## config.mk

```make
export PLATFORM = sky130hd
export DESIGN_NAME = ncl_mult3_sync_driver_flat
export DESIGN_NICKNAME = d
export VERILOG_FILES = /design/src/rtl/ncl_mult3_sync_driver_if.sv /design/src/rtl/ncl_mult3_sync_driver.sv /design/src/flat_wrapper.sv
export SDC_FILE = /design/constraint.sdc
export NUM_CORES = 1
export LEC_CHECK = 0
export CAP_MARGIN = 25
export CELL_PAD_IN_SITES_DETAIL_PLACEMENT = 0
export CELL_PAD_IN_SITES_GLOBAL_PLACEMENT = 1
export CORE_UTILIZATION = 44
export CTS_CLUSTER_SIZE = 12
export DETAILED_ROUTE_END_ITERATION = 8
export HOLD_SLACK_MARGIN = 0.12
export PLACE_DENSITY = 0.93
export SYNTH_ARGS = -nofsm -noshare
export SYNTH_HDL_FRONTEND = slang
export SYNTH_SLANG_ARGS = --single-unit
```

## constraint.sdc

```tcl
create_clock -name clk -period 5.8 [get_ports clk]
set_input_delay 1.45 -clock clk [delete_from_list [all_inputs] [get_ports clk]]
set_output_delay 1.45 -clock clk [all_outputs]
set_load 0.005 [all_outputs]
```

## src/rtl/ncl_mult3_sync_driver_if.sv

```systemverilog
// Host-side and NCL-core-side signal bundle for ncl_mult3_sync_driver.
// slave: the driver itself; master: the host together with the core.
interface ncl_mult3_sync_driver_if;
    logic       in_valid;
    logic       in_ready;
    logic [2:0] a;
    logic [2:0] b;
    logic       out_valid;
    logic       out_ready;
    logic [5:0] p;
    logic       err;
    logic [2:0] a_rail1;
    logic [2:0] a_rail0;
    logic [2:0] b_rail1;
    logic [2:0] b_rail0;
    logic       ki;
    logic       ko;
    logic [5:0] p_rail1;
    logic [5:0] p_rail0;

    modport slave (
        input  in_valid, a, b, out_ready, ko, p_rail1, p_rail0,
        output in_ready, out_valid, p, err,
        output a_rail1, a_rail0, b_rail1, b_rail0, ki
    );

    modport master (
        output in_valid, a, b, out_ready, ko, p_rail1, p_rail0,
        input  in_ready, out_valid, p, err,
        input  a_rail1, a_rail0, b_rail1, b_rail0, ki
    );
endinterface

```

## src/rtl/ncl_mult3_sync_driver.sv

```systemverilog
// Valid/ready bridge that sources and sinks the NCL 3x3 multiplier handshake.
// Define NCL_MULT3_DRV_RAILCHECK_EN to fault on persistent both-rails-high bits.
module ncl_mult3_sync_driver #(
    parameter int SYNC_STAGES    = 2,
    parameter int TIMEOUT_CYCLES = 64
) (
    input logic                    clk,
    input logic                    rst,
    ncl_mult3_sync_driver_if.slave bus
);
    localparam int CW =
        (TIMEOUT_CYCLES < 2) ? 1 : $clog2(TIMEOUT_CYCLES + 1);
    localparam logic [CW-1:0] TMO = CW'(TIMEOUT_CYCLES);

    typedef enum logic [1:0] {
        S_IDLE,
        S_DATA,
        S_NULL,
        S_ERR
    } state_e;

    state_e        state_q, state_d;
    logic [12:0]   sync_q [SYNC_STAGES];
    logic          ko_s;
    logic [5:0]    pr1_s, pr0_s;
    logic [11:0]   pat_q, pat_d;
    logic          hold_q, hold_d;
    logic [CW-1:0] cnt_q, cnt_d, cnt_inc;
    logic [2:0]    a1_q, a1_d, a0_q, a0_d;
    logic [2:0]    b1_q, b1_d, b0_q, b0_d;
    logic          ki_q, ki_d;
    logic          ov_q, ov_d;
    logic          err_q, err_d;
    logic [5:0]    p_q, p_d;
    logic          in_ready_w, accept;
    logic          data_ok, null_ok, same_pat;
    logic          tmo, fault_rail;

    always_ff @(posedge clk) begin
        if (rst) begin
            for (int i = 0; i < SYNC_STAGES; i++) sync_q[i] <= '0;
        end else begin
            sync_q[0] <= {bus.ko, bus.p_rail1, bus.p_rail0};
            for (int i = 1; i < SYNC_STAGES; i++) sync_q[i] <= sync_q[i-1];
        end
    end

    assign {ko_s, pr1_s, pr0_s} = sync_q[SYNC_STAGES-1];

`ifdef NCL_MULT3_DRV_RAILCHECK_EN
    logic bad_q;
    always_ff @(posedge clk) begin
        if (rst) bad_q <= 1'b0;
        else     bad_q <= |(pr1_s & pr0_s);
    end
    assign fault_rail = bad_q && (|(pr1_s & pr0_s));
`else
    assign fault_rail = 1'b0;
`endif

    // A bit with both rails high is never counted as complete.
    assign data_ok  = !ko_s && (&(pr1_s ^ pr0_s));
    assign null_ok  = ko_s && !(|{pr1_s, pr0_s});
    assign same_pat = ({pr1_s, pr0_s} == pat_q);
    assign cnt_inc  = cnt_q + CW'(1);
    assign tmo      = (TIMEOUT_CYCLES != 0) && (cnt_inc == TMO);

    assign in_ready_w = (state_q == S_IDLE) && !rst
                     && (!ov_q || bus.out_ready);
    assign accept     = bus.in_valid && in_ready_w;

    always_comb begin
        state_d = state_q;
        pat_d   = {pr1_s, pr0_s};
        hold_d  = 1'b0;
        cnt_d   = cnt_q;
        a1_d    = a1_q;
        a0_d    = a0_q;
        b1_d    = b1_q;
        b0_d    = b0_q;
        ki_d    = ki_q;
        ov_d    = ov_q;
        err_d   = err_q;
        p_d     = p_q;
        if (ov_q && bus.out_ready) ov_d = 1'b0;
        unique case (state_q)
            S_IDLE: begin
                if (accept) begin
                    a1_d    = bus.a;
                    a0_d    = ~bus.a;
                    b1_d    = bus.b;
                    b0_d    = ~bus.b;
                    ki_d    = 1'b1;
                    cnt_d   = '0;
                    state_d = S_DATA;
                end
            end
            S_DATA: begin
                hold_d = data_ok;
                cnt_d  = cnt_inc;
                if (data_ok && hold_q && same_pat) begin
                    p_d     = pr1_s;
                    ov_d    = 1'b1;
                    a1_d    = '0;
                    a0_d    = '0;
                    b1_d    = '0;
                    b0_d    = '0;
                    ki_d    = 1'b0;
                    hold_d  = 1'b0;
                    cnt_d   = '0;
                    state_d = S_NULL;
                end else if (tmo || fault_rail) begin
                    state_d = S_ERR;
                end
            end
            S_NULL: begin
                hold_d = null_ok;
                cnt_d  = cnt_inc;
                if (null_ok && hold_q) begin
                    ki_d    = 1'b1;
                    hold_d  = 1'b0;
                    state_d = S_IDLE;
                end else if (tmo || fault_rail) begin
                    state_d = S_ERR;
                end
            end
            S_ERR: begin
                hold_d = 1'b0;
            end
        endcase
        if (state_d == S_ERR) begin
            a1_d  = '0;
            a0_d  = '0;
            b1_d  = '0;
            b0_d  = '0;
            ki_d  = 1'b0;
            err_d = 1'b1;
        end
    end

    always_ff @(posedge clk) begin
        if (rst) begin
            state_q <= S_IDLE;
            pat_q   <= '0;
            hold_q  <= 1'b0;
            cnt_q   <= '0;
            a1_q    <= '0;
            a0_q    <= '0;
            b1_q    <= '0;
            b0_q    <= '0;
            ki_q    <= 1'b1;
            ov_q    <= 1'b0;
            err_q   <= 1'b0;
            p_q     <= '0;
        end else begin
            state_q <= state_d;
            pat_q   <= pat_d;
            hold_q  <= hold_d;
            cnt_q   <= cnt_d;
            a1_q    <= a1_d;
            a0_q    <= a0_d;
            b1_q    <= b1_d;
            b0_q    <= b0_d;
            ki_q    <= ki_d;
            ov_q    <= ov_d;
            err_q   <= err_d;
            p_q     <= p_d;
        end
    end

    assign bus.in_ready  = in_ready_w;
    assign bus.out_valid = ov_q;
    assign bus.p         = p_q;
    assign bus.err       = err_q;
    assign bus.a_rail1   = a1_q;
    assign bus.a_rail0   = a0_q;
    assign bus.b_rail1   = b1_q;
    assign bus.b_rail0   = b0_q;
    assign bus.ki        = ki_q;
endmodule

```

## src/flat_wrapper.sv

```systemverilog
// flat-port wrapper written by rule: the top's interface ports become plain ports
module ncl_mult3_sync_driver_flat 
#(
    parameter int SYNC_STAGES    = 2,
    parameter int TIMEOUT_CYCLES = 64
)
  (clk, rst, bus_in_valid, bus_a, bus_b, bus_out_ready, bus_ko, bus_p_rail1, bus_p_rail0, bus_in_ready, bus_out_valid, bus_p, bus_err, bus_a_rail1, bus_a_rail0, bus_b_rail1, bus_b_rail0, bus_ki);
  ncl_mult3_sync_driver_if bus_i ();
  input logic clk;
  input logic rst;
  input wire logic [$bits(bus_i.in_valid)-1:0] bus_in_valid;
  input wire logic [$bits(bus_i.a)-1:0] bus_a;
  input wire logic [$bits(bus_i.b)-1:0] bus_b;
  input wire logic [$bits(bus_i.out_ready)-1:0] bus_out_ready;
  input wire logic [$bits(bus_i.ko)-1:0] bus_ko;
  input wire logic [$bits(bus_i.p_rail1)-1:0] bus_p_rail1;
  input wire logic [$bits(bus_i.p_rail0)-1:0] bus_p_rail0;
  output wire logic [$bits(bus_i.in_ready)-1:0] bus_in_ready;
  output wire logic [$bits(bus_i.out_valid)-1:0] bus_out_valid;
  output wire logic [$bits(bus_i.p)-1:0] bus_p;
  output wire logic [$bits(bus_i.err)-1:0] bus_err;
  output wire logic [$bits(bus_i.a_rail1)-1:0] bus_a_rail1;
  output wire logic [$bits(bus_i.a_rail0)-1:0] bus_a_rail0;
  output wire logic [$bits(bus_i.b_rail1)-1:0] bus_b_rail1;
  output wire logic [$bits(bus_i.b_rail0)-1:0] bus_b_rail0;
  output wire logic [$bits(bus_i.ki)-1:0] bus_ki;
  assign bus_i.in_valid = bus_in_valid;
  assign bus_i.a = bus_a;
  assign bus_i.b = bus_b;
  assign bus_i.out_ready = bus_out_ready;
  assign bus_i.ko = bus_ko;
  assign bus_i.p_rail1 = bus_p_rail1;
  assign bus_i.p_rail0 = bus_p_rail0;
  assign bus_in_ready = bus_i.in_ready;
  assign bus_out_valid = bus_i.out_valid;
  assign bus_p = bus_i.p;
  assign bus_err = bus_i.err;
  assign bus_a_rail1 = bus_i.a_rail1;
  assign bus_a_rail0 = bus_i.a_rail0;
  assign bus_b_rail1 = bus_i.b_rail1;
  assign bus_b_rail0 = bus_i.b_rail0;
  assign bus_ki = bus_i.ki;
  ncl_mult3_sync_driver #(.SYNC_STAGES(SYNC_STAGES), .TIMEOUT_CYCLES(TIMEOUT_CYCLES)) u_core (.clk(clk), .rst(rst), .bus(bus_i));
endmodule
```

==> results by group <==
Drt
  • Final ANT Viol Nets: 0
  • DR pass1 iterations: 4
  • DRC Markers: 0
  • Detailed-route via count: 2175
  • Avg Vias per Cell: 5.27
  • Routed WL per cell: 13.5 µm
  • Detailed router's first-iteration violation count: 90
  • WL final: 5570 µm

Die
  • Die W: 82.9 µm
  • CORE AREA: 6350 µm²
  • Die area: 6880 µm²
  • Starting Density: 45.4%
  • Die height: 82.9 µm
  • Num rows: 29
  • Io pins: 45

Cells and area
  • Area Growth Syn to Fin: 24.8%
  • Final Net Count: 360
  • Commonest non-fill, non-tap cell in the layout: dfxtp_1
  • Highest-count cells in the layout ignoring fill and taps: dfxtp_1, nor2b_1, clkdlybuf4s50_1
  • Layout cells sized above 1: 10.7%
  • # diodes: 0
  • Area of the multi-input gates: 1410 µm²
  • Sequential cell area: 1380 µm²
  • # fillers: 549

Clock network
  • Number of hold buffers added after CTS: 0
  • CTS buffer count: 9
  • Postcts setup bufs: 0
  • Worst-Skew Late Latency: 0.34 ns
  • Clk buf depth: 2
  • # clock sinks: 69
  • Root buffer cell: clkbuf_8
  • CTS tree: yes
  • Clk pin slew, worst setup/hold paths: 0.08 ns
  • Cts repair resizes: 0
  • H-tree depth: 3

Power and ir drop
  • Peak VDD IR: 0.212 mV
  • Leak: 1.32 nW
  • Areal power density over the cells: 291 nW/µm²

Yosys
  • Synth area leaders: dfxtp_1, nor2b_1, xnor2_1
  • Mapped Nets: 314
  • Simple-Gate Fraction of Synth Area: 23.8%
  • Mean Syn Cell Area: 10.1 µm²
  • Post-synth EDFFs: 0
  • Post-Synthesis Cells: 286
  • Largest family of logic cells by synthesized area: simple AND/OR/NAND/NOR gates
  • Post-synthesis register bit count: 69
  • Multiplexer share of the synthesized area: 2.43%
  • Synth Area in Compound Gates: 14.6%
  • Unique cell type count in the Yosys netlist: 46
  • Ys Warns: 0
  • Synthesized cell area: 2880 µm²
  • Post-synth top area cell: dfxtp_1
  • Main synth FF type: dfxtp_1
  • Async SR Flop Fraction: 0%
  • Seq/Total Area, Yosys: 47.9%
  • Top cell type's share of synthesized area: 47.9%
  • Adder-Cell Fraction of Synth Area: 2.17%
  • Synth Area in XOR/XNOR: 5.78%

Run
  • Max-cap check violation count: 0

Global routing
  • Initial antenna violation count: 0
  • GRT Residual Overflow: 0
  • Global routing met1 resource utilization: 23.0%
  • Most Used Layer, Global Route: met2
  • M2 GR Usage: 24.9%
  • Global Route met3 Usage: 5.57%
  • Largest net degree at the start of global routing: 64
  • Vias in the first global route: 1969
  • First-pass GRT wire length: 9270 µm
  • Total GRT Usage: 17.0%

Placement
  • GP Congestion: 0.751
  • Post-DP HPWL: 3720 µm
  • I/O Buffers: 44
  • Post-Place Worst Slack: 1.67 ns

Critical path
  • Critical path class: in -> out
  • WP depth: 4
  • Reg2Reg Depth: 6
  • Critical path cell sequence: clkdlybuf4s50_1 -> nor2b_1 -> nor3b_1 -> clkdlybuf4s50_1
  • CP max stage cell: clkdlybuf4s50_1
  • Arr. time, crit path: 2.68 ns
  • R2R Setup Slk: 3.08 ns
  • CP max stage delay: 0.53 ns
  • CP required: 4.35 ns
  • CP max FO: 4
  • Reg-to-reg endpoint: u_core.bus.b_rail0[2]$_SDFFE_PP0P_
  • Delay-heaviest family, CP: buffers and inverters
  • Most common cell on crit path: clkdlybuf4s50_1
  • CP endpoint kind: output port
  • Worst r2r src: u_core.sync_q[0][19]$_SDFF_PP0_
  • Start point of the critical path: bus_out_ready
  • Crit path capture: bus_in_ready
  • Worst Path Buf+Inv: 2
  • Startpoint type of the worst setup path: input port

Timing
  • Fin Clk Skew: 0.00853 ns
  • Slew headroom: 44.7%
  • Setup ws final: 1.67 ns
  • Final period utilization: 71.2%
  • Slew Viols, Final: 0
  • Setup-failing EPs final: 0
  • Max Fclk: 0.242 GHz
  • Setup TNS Final: 0 ns
  • Worst-margin pin slew: 0.821 ns
  • Final hold vios: 0
  • Final min period: 4.13 ns
  • RSZ-0062 raised after global routing: false

Hold path
  • Hold path cells: 1
  • Worst Hold Class: reg -> reg
  • Hold Path Origin: u_core.sync_q[0][6]$_SDFF_PP0_

Run status
  • Status: finished clean
==> per-layer routing <==
layer | wire length (µm) | share of wire [%]
met3 | 284 | 5.1
met2 | 2500 | 45
met5 | 0 | 0
met1 | 2700 | 48
met4 | 86 | 1.5
==> stage by stage <==
| step | utilization (%) | area, µm² | cells | power, mW | hold slack, ns |
|---|---|---|---|---|---|
| 3_3_place_gp | 52.7 | 3350 | 396 | 0.591 | 0.416 |
| 5_1_grt | 56.6 | 3590 | 413 | 1.08 | 0.459 |
| 2_1_floorplan | - | 2880 | 286 | 0.557 | 0.414 |
| 3_5_place_dp | 52.9 | 3360 | 398 | 0.593 | 0.422 |
| 6_report | 56.6 | 3590 | 413 | 1.05 | 0.432 |
| 4_1_cts | 56.6 | 3590 | 413 | 1.05 | 0.439 |
==> worst min-delay path by stage <==
| stage | to |
|---|---|
| floorplan | u_core.sync_q[0][13]$_SDFF_PP0_ |
| global placement | u_core.sync_q[0][16]$_SDFF_PP0_ |
| detailed placement | u_core.sync_q[0][24]$_SDFF_PP0_ |
| CTS | u_core.sync_q[0][24]$_SDFF_PP0_ |
| global route | u_core.sync_q[0][22]$_SDFF_PP0_ |
| finish | u_core.sync_q[0][19]$_SDFF_PP0_ |
==> logic make-up after synthesis <==
family                     after synthesis
muxes                                    7
adders and majority gates                5
xor gates and xnor gates                19
and+or+nand+nor                        119
buffers and inverters                   18
DFF                                     69
AOI/OAI and AO/OA                       49
==> state kept, by name, indices dropped and copies added (netlist names) <==
signal,cells
u_core.bus.b_rail0,3
u_core.bus.err,1
u_core.pat_q,12
u_core.sync_q,26
u_core.bus.out_valid,1
u_core.bus.a_rail0,3
u_core.bus.a_rail1,3
u_core.bus.p,6
u_core.hold_q,1
u_core.state_q,2
u_core.bus.ki,1
u_core.bus.b_rail1,3
u_core.cnt_q,7
==> cells in the mapped netlist, types with 2 or more instances <==
cell      count
buf_6         2
nor2_1       16
or3_1         7
nand2_1      23
ha_1          5
a221oi_2      7
dfxtp_1      69
nor3b_1       2
a221oi_1      5
nand3_1       4
and2_1        5
nor4_1        2
clkbuf_1      8
o21ai_0      19
xnor2_1      19
o221ai_1      4
inv_1         6
nand2b_1      2
mux2i_1       7
nor2b_1      43
and3_1        2
or4_4         3
nand4_1       2
a31oi_1       2
==> where the power goes <==
group	leakage, nW	switching (mW)	internal, mW
Sequential	0.564	0.00983	0.489
Clock	0.116	0.180	0.284
Combinational	0.639	0.0373	0.0460
Total	1.32	0.227	0.819
==> layout make-up <==
class	count	share of cell area, %
clock buffers	9	3.45
clock inverters	6	3.10
inverters	6	0.627
multi-input cells	199	39.1
flip-flops and latches	69	38.4
well taps	77	2.68
repair buffers	47	12.6
(Power assumes the default switching activity.)
